## src/rtl/muldiv_pkg.sv

```systemverilog
// Shared opcode, funct7 and control constants for the RV32M multiply/divide unit.
// The MULDIV_FAST_MUL_EN macro is consumed by muldiv_unit, not by this package.
package muldiv_pkg;

    localparam logic [6:0] INST_FUNCT7_MULDIV = 7'b0000001;

    localparam logic WRITE_ENABLE  = 1'b1;
    localparam logic WRITE_DISABLE = 1'b0;
    localparam logic HOLD_ENABLE   = 1'b1;
    localparam logic HOLD_DISABLE  = 1'b0;
    localparam logic [31:0] ZERO_WORD = 32'h0000_0000;

    typedef enum logic [2:0] {
        INST_MUL    = 3'b000,
        INST_MULH   = 3'b001,
        INST_MULHSU = 3'b010,
        INST_MULHU  = 3'b011,
        INST_DIV    = 3'b100,
        INST_DIVU   = 3'b101,
        INST_REM    = 3'b110,
        INST_REMU   = 3'b111
    } muldiv_op_e;

    function automatic logic op1_signed(input muldiv_op_e op);
        return (op == INST_MUL) || (op == INST_MULH) || (op == INST_MULHSU) ||
               (op == INST_DIV) || (op == INST_REM);
    endfunction

    function automatic logic op2_signed(input muldiv_op_e op);
        return (op == INST_MUL) || (op == INST_MULH) ||
               (op == INST_DIV) || (op == INST_REM);
    endfunction

endpackage

```

## src/rtl/muldiv_div_core.sv

```systemverilog
// Restoring radix-2 divider datapath on unsigned magnitudes; one quotient bit per step.
// Sign handling and special cases belong to the parent muldiv_unit.
module muldiv_div_core
    import muldiv_pkg::*;
#(
    parameter int XLEN = 32
) (
    input  logic            clk,
    input  logic            rst,
    input  logic            load,
    input  logic            step,
    input  logic [XLEN-1:0] dividend,
    input  logic [XLEN-1:0] divisor,
    output logic [XLEN-1:0] quotient,
    output logic [XLEN-1:0] remainder
);

    logic [XLEN-1:0] rem_q;
    logic [XLEN-1:0] quot_q;
    logic [XLEN-1:0] dvsr_q;
    logic [XLEN:0]   shifted;
    logic [XLEN:0]   diff;

    // The dividend is shifted out of the quotient register while quotient bits shift in.
    assign shifted = {rem_q, quot_q[XLEN-1]};
    assign diff    = shifted - {1'b0, dvsr_q};

    always_ff @(posedge clk) begin
        // NOTE: sequential state uses non-blocking assignments so every register
        // samples pre-edge values regardless of statement order.
        if (rst) begin
            rem_q  <= '0;
            quot_q <= '0;
            dvsr_q <= '0;
        end else if (load) begin
            rem_q  <= '0;
            quot_q <= dividend;
            dvsr_q <= divisor;
        end else if (step) begin
            if (!diff[XLEN]) begin
                rem_q  <= diff[XLEN-1:0];
                quot_q <= {quot_q[XLEN-2:0], 1'b1};
            end else begin
                rem_q  <= shifted[XLEN-1:0];
                quot_q <= {quot_q[XLEN-2:0], 1'b0};
            end
        end
    end

    assign quotient  = quot_q;
    assign remainder = rem_q;

endmodule

```

## src/rtl/muldiv_unit.sv

```systemverilog
// Multi-cycle RV32M multiply/divide unit: iterative divide, and iterative or
// single-cycle multiply selected by defining MULDIV_FAST_MUL_EN.
module muldiv_unit
    import muldiv_pkg::*;
#(
    parameter  int XLEN  = 32,
    localparam int CNT_W = $clog2(XLEN) + 1
) (
    input  logic            clk,
    input  logic            rst,
    input  logic            start_i,
    input  logic [2:0]      op_i,
    input  logic [XLEN-1:0] op1_i,
    input  logic [XLEN-1:0] op2_i,
    input  logic [4:0]      rd_addr_i,
    input  logic            flush_i,
    output logic            busy_o,
    output logic [4:0]      rd_addr_o,
    output logic [XLEN-1:0] rd_data_o,
    output logic            rd_wen_o
);

    typedef enum logic [1:0] {S_IDLE, S_MUL, S_DIV, S_DONE} state_e;

    state_e            state;
    logic [CNT_W-1:0]  cnt;
    muldiv_op_e        op_q;
    logic [4:0]        rd_addr_q;
    logic              neg_q;
    logic              special_q;
    logic [XLEN-1:0]   special_res;
    logic [2*XLEN-1:0] prod;

    muldiv_op_e      op;
    logic            s1, s2;
    logic [XLEN-1:0] mag1, mag2;
    logic            div_zero, div_ovf, accept;

    assign op       = muldiv_op_e'(op_i);
    assign s1       = op1_signed(op) & op1_i[XLEN-1];
    assign s2       = op2_signed(op) & op2_i[XLEN-1];
    assign mag1     = s1 ? -op1_i : op1_i;
    assign mag2     = s2 ? -op2_i : op2_i;
    assign div_zero = (op2_i == '0);
    assign div_ovf  = ((op == INST_DIV) || (op == INST_REM)) &&
                      (op1_i == {1'b1, {(XLEN-1){1'b0}}}) && (op2_i == '1);
    assign accept   = (state == S_IDLE) && start_i && !flush_i;

`ifdef MULDIV_FAST_MUL_EN
    logic [2*XLEN-1:0] fast_prod;
    assign fast_prod = (2*XLEN)'($signed({s1, op1_i})) * (2*XLEN)'($signed({s2, op2_i}));
`else
    logic [XLEN-1:0] mul_a;
    logic [XLEN:0]   mul_sum;
    // Multiplier bits are consumed from prod's low half as partial sums fill the high half.
    assign mul_sum = {1'b0, prod[2*XLEN-1:XLEN]} + (prod[0] ? {1'b0, mul_a} : '0);
`endif

    logic [XLEN-1:0] quot, rem;

    muldiv_div_core #(.XLEN(XLEN)) u_div_core (
        .clk       (clk),
        .rst       (rst),
        .load      (accept && op[2]),
        .step      ((state == S_DIV) && !flush_i),
        .dividend  (mag1),
        .divisor   (mag2),
        .quotient  (quot),
        .remainder (rem)
    );

    always_ff @(posedge clk) begin
        if (rst) begin
            state       <= S_IDLE;
            cnt         <= '0;
            op_q        <= INST_MUL;
            rd_addr_q   <= '0;
            neg_q       <= 1'b0;
            special_q   <= 1'b0;
            special_res <= '0;
            prod        <= '0;
`ifndef MULDIV_FAST_MUL_EN
            mul_a       <= '0;
`endif
        end else begin
            case (state)
                S_IDLE: if (accept) begin
                    op_q      <= op;
                    rd_addr_q <= rd_addr_i;
                    cnt       <= CNT_W'(XLEN - 1);
                    special_q <= 1'b0;
                    // Remainder follows the dividend sign; everything else the sign xor.
                    neg_q     <= (op == INST_REM) ? s1 : (s1 ^ s2);
                    if (!op[2]) begin
`ifdef MULDIV_FAST_MUL_EN
                        prod  <= fast_prod;
                        neg_q <= 1'b0;
                        state <= S_DONE;
`else
                        prod  <= {{XLEN{1'b0}}, mag2};
                        mul_a <= mag1;
                        state <= S_MUL;
`endif
                    end else if (div_zero) begin
                        special_q   <= 1'b1;
                        special_res <= op[1] ? op1_i : '1;
                        state       <= S_DONE;
                    end else if (div_ovf) begin
                        special_q   <= 1'b1;
                        special_res <= op[1] ? '0 : op1_i;
                        state       <= S_DONE;
                    end else begin
                        state <= S_DIV;
                    end
                end
                S_MUL: begin
                    if (flush_i) begin
                        state <= S_IDLE;
                    end else begin
`ifdef MULDIV_FAST_MUL_EN
                        state <= S_IDLE;
`else
                        prod <= {mul_sum, prod[XLEN-1:1]};
                        if (cnt == '0) state <= S_DONE;
                        else           cnt   <= cnt - CNT_W'(1);
`endif
                    end
                end
                S_DIV: begin
                    if (flush_i)        state <= S_IDLE;
                    else if (cnt == '0) state <= S_DONE;
                    else                cnt   <= cnt - CNT_W'(1);
                end
                S_DONE: state <= S_IDLE;
                default: state <= S_IDLE;
            endcase
        end
    end

    logic [2*XLEN-1:0] prod_fix;
    logic [XLEN-1:0]   result;

    assign prod_fix = neg_q ? -prod : prod;

    always_comb begin
        result = '0;
        if (special_q)
            result = special_res;
        else if (!op_q[2])
            result = (op_q == INST_MUL) ? prod_fix[XLEN-1:0] : prod_fix[2*XLEN-1:XLEN];
        else if (op_q[1])
            result = neg_q ? -rem : rem;
        else
            result = neg_q ? -quot : quot;
    end

    assign busy_o    = (state == S_MUL) || (state == S_DIV) || accept;
    assign rd_wen_o  = (state == S_DONE) && !flush_i;
    assign rd_addr_o = (state == S_DONE) ? rd_addr_q : 5'd0;
    assign rd_data_o = (state == S_DONE) ? result : '0;

endmodule

```

## config.mk

```make
export PLATFORM = sky130hd
export DESIGN_NAME = muldiv_unit
export DESIGN_NICKNAME = d
export VERILOG_FILES = /design/src/rtl/muldiv_pkg.sv /design/src/rtl/muldiv_div_core.sv /design/src/rtl/muldiv_unit.sv
export SDC_FILE = /design/constraint.sdc
export NUM_CORES = 1
export LEC_CHECK = 0
export CAP_MARGIN = 40
export CORE_MARGIN = 1.5
export CORE_UTILIZATION = 50
export DETAILED_ROUTE_END_ITERATION = 10
export PLACE_DENSITY_LB_ADDON = 0.25
export SYNTH_ARGS = -nofsm -noshare
export SYNTH_HDL_FRONTEND = slang
export SYNTH_SLANG_ARGS = --single-unit
```

## constraint.sdc

```tcl
create_clock -name clk -period 9.6 [get_ports clk]
set_input_delay 1.92 -clock clk [delete_from_list [all_inputs] [get_ports clk]]
set_output_delay 1.92 -clock clk [all_outputs]
set_load 0.01 [all_outputs]
```

==> metrics.md <==
| Metric | Value |
|---|---|
| CP most frequent cell | `nor4_1` |
| Status | `completed` |
| Total power | `4.94 mW` |
| Final worst path period need | `6.69 ns` |
| Synth cell types | `88` |
| Final setup fails | `0` |
| Most frequent cells in the layout | `nand2_1, dfxtp_1, nor2_1, a21oi_1, o21ai_0` |
| WL per Instance | `23.0 um` |
| Initial antenna violation count | `3` |
| Clock Tree Buf Depth | `3` |
| Req. time, crit path | `7.68 ns` |
| Post-synthesis sequential area ratio | `25.4%` |
| Initial Utilization | `50.7%` |
| Placer Congestion | `1.11` |
| Buffers added on ports | `114` |
| Share of cells above drive strength 1 | `4.70%` |
| Vias in the first global route | `18500` |
| Setup Buffers After CTS | `0` |
| Delay-heaviest family, CP | `simple AND/OR/NAND/NOR gates` |
| Die area | `39400 sq um` |
| MaxCap Viol Count | `0` |
| Vias/cell | `6.35` |
| Std cell rows | `71` |
| Synth Area per Inst | `7.16 sq um` |
| CTS clk-pin slew, worst paths | `0.06 ns` |
| Fillers | `3630` |
| Post-synth EDFFs | `0` |
| 1st-iter DRT viols | `2339` |
| Startpoint types | `flip-flop` |
| Hold_buf cts | `0` |
| Crit path from | `prod[12]` |
| Leakage power | `8.04 nW` |
| Core Region | `37700 sq um` |
| Drt total wl | `73500 um` |
| Clk Latency, worst-skew pair | `0.58 ns` |
| Final net count | `2811` |
| Cts bufs inserted | `29` |
| Relative slew slack | `36.7%` |
| Die outline height | `198 um` |
| CTS tree | `yes` |
| Slew Viols, Final | `0` |
| GRT busiest layer | `met2` |
| Power Dens Cells | `230 nW/um^2` |
| Total gr overflow | `0` |
| Most common cell after layout, fill and taps aside | `nand2_1` |
| Routed Antenna Nets | `0` |
| Crit-path slowest cell | `nor4_1` |
| Drt first pass iters | `6` |
| Worst vdd ir | `0.152 mV` |
| Min-Delay Path Depth | `2` |
| Area growth syn-to-layout | `12.6%` |
| Chip Width | `198 um` |
| Routed vias | `20300` |
| Root buf cell | `clkbuf_16` |
| Kind of critical path | `flip-flop to output pin` |
| Flops & latches, synth | `242` |
| CP max stage delay | `0.75 ns` |
| M1 GR Usage | `52.9%` |
| First-pass GRT wire length | `111000 um` |
| RR Endpoint | `u_div_core.remainder[28]` |
| Cell depth of the worst flop-to-flop path | `13` |
| Crit path cell chain | `nor4_1 > nand4_1 > nor4_2 > nand3_1 > o31ai_1 > xnor2_1 > nor4_1 > nor3_1 > clkdlybuf4s50_1` |
| Clock sink count | `242` |
| Clk_skew | `0.0122 ns` |
| Number of H-tree branching levels | `1` |
| Largest net degree at the start of global routing | `84` |
| Total GRT Usage | `36.7%` |
| Worst Path Arrival | `4.77 ns` |
| Met2 usage | `57.2%` |
| Post-Syn Nets | `2819` |
| Mapped Area | `19100 sq um` |
| Crit path max fanout | `8` |
| Worst flop-to-flop path startpoint | `u_div_core.quotient[31]` |
| # DRC | `0` |
| Slew at the pin closest to its max-slew limit | `0.944 ns` |
| Top FF cell, synth | `dfxtp_1` |
| RSZ-0062 raised after global routing | `false` |
| Final HPWL DP | `56600 um` |
| Hold endpoint | `mul_a[24]` |
| I/O Pins | `115` |
| Hold path start | `mul_a[24]` |
| Hold Path Class | `flip-flop to flip-flop` |
| Final Hold Viols | `0` |
| Reg-to-reg setup timing slack | `5.17 ns` |
| Cts repair resizes | `0` |
| Synthesis Warnings | `0` |
| Final period util | `69.7%` |
| Worst path buffer plus inverter count | `1` |
| Max Clk Rate | `149 MHz` |
| Cells after Synth | `2665` |
| Final core utilization | `57.1%` |
| Crit end category | `output pin` |
| Asr flop ratio synth | `0%` |
| Setup TNS Final | `0 ns` |
| M3 GR Usage | `5.60%` |
## synthesized netlist by cell type (5+ instances only)
master | count | area share (%)
a31oi_1 | 25 | 0.82
o22ai_1 | 9 | 0.29
maj3_1 | 32 | 1.7
dfxtp_1 | 242 | 25
a221oi_1 | 8 | 0.37
buf_2 | 12 | 0.31
clkbuf_1 | 154 | 3.0
nand2b_1 | 27 | 0.88
nand2_1 | 341 | 6.7
nand4b_1 | 6 | 0.28
o31ai_1 | 41 | 1.6
and2_1 | 63 | 2.1
a2111oi_0 | 5 | 0.23
a21o_1 | 30 | 1.2
ha_1 | 76 | 5.0
or4_1 | 14 | 0.55
nand3_1 | 61 | 1.6
nor4_1 | 27 | 0.88
a21oi_1 | 236 | 6.2
nand4_1 | 28 | 0.92
a211oi_1 | 130 | 5.1
xnor2_1 | 113 | 5.2
or3_1 | 24 | 0.79
mux2i_1 | 13 | 0.68
inv_1 | 106 | 2.1
o41ai_1 | 18 | 0.83
or2_2 | 11 | 0.36
o21bai_1 | 10 | 0.39
o31a_1 | 5 | 0.23
buf_1 | 13 | 0.26
o21ai_0 | 226 | 5.9
a22o_1 | 5 | 0.23
xor2_1 | 88 | 4.0
nor3_1 | 48 | 1.3
and3_1 | 21 | 0.69
o211ai_1 | 19 | 0.75
nor2_1 | 240 | 4.7
a311oi_1 | 8 | 0.37
a22oi_1 | 14 | 0.55
o21a_1 | 7 | 0.28
nand3b_1 | 5 | 0.20
nor2b_1 | 10 | 0.33
a32o_1 | 8 | 0.42
o221ai_1 | 10 | 0.46
## stage by stage
stage	cell area (sq um)	hold slack (ns)	worst slack, ns	std cells
after CTS	21500	0.449	3.07	3191
after global placement	20400	0.432	3.42	3129
after global routing	21500	0.465	2.77	3191
final	21500	0.444	2.91	3193
after floorplan	19100	0.417	4.89	2665
after detailed placement	20500	0.435	3.51	3137
## flip-flops by register name, indices dropped and copies added, names as in the netlist, 2 cells and up
register / flops
state: 2
u_div_core.remainder: 32
u_div_core.quotient: 32
mul_a: 32
op_q: 3
prod: 64
u_div_core.dvsr_q: 32
special_res: 32
cnt: 6
rd_addr_q: 5
## where the power goes
part / internal [mW] / switching [mW] / total [mW]
clock network: 0.673 / 0.481 / 1.15
registers: 1.11 / 0.168 / 1.27
logic: 0.919 / 1.59 / 2.51
## worst reg2reg max path: stages (launching register included)
cell and delay (ns):
dfxtp_1 0.37, inv_1 0.17, ha_1 0.30, fa_1 0.40
nand2b_1 0.20, a211oi_1 0.41, o211ai_1 0.25, a2111oi_0 0.58
nor3_2 0.24, xor2_2 0.67, buf_4 0.38, and3_1 0.19
a21oi_1 0.04, o22ai_1 0.15
## cells by family (layout without fill, tap and decap cells)
family	count (synthesis)	after routing	share of synthesized area, %
other cells	0	2	0
buf+inv	290	305	5.85
simple gates	949	949	23.4
compound gates	858	858	28.5
fa+ha+maj	110	110	6.87
xor+xnor	201	201	9.22
mux	15	15	0.858
flops	242	242	25.4
## metal layers
layer  wire, um  vias to the layer above
li1           -                     9578
met1      33100                     9602
met2      31800                      962
met3       6440                      137
met4       2080                        2
met5         12                        -
## how the worst max path moves through the flow
stage	to	depth (start not counted)
after floorplan	rd_data_o[24]	10
after global placement	rd_data_o[20]	11
after detailed placement	special_res[16]	11
after CTS	rd_data_o[24]	10
after global routing	rd_data_o[24]	10
final	rd_data_o[29]	9
## final cells by class
| cell class | count | area (sq um) | area share (%) |
|---|---|---|---|
| Clock buffer | 35 | 798 | 3.71 |
| Timing Repair Buffer | 144 | 1440 | 6.67 |
| Multi-Input combinational cell | 2133 | 13200 | 61.3 |
| Inverter | 107 | 402 | 1.87 |
| Antenna cell | 2 | 5.00 | 0.0233 |
| Sequential cell | 242 | 4850 | 22.5 |
| Clock inverter | 19 | 191 | 0.890 |
| Tap cell | 511 | 639 | 2.97 |
(Power assumes the default switching activity.)
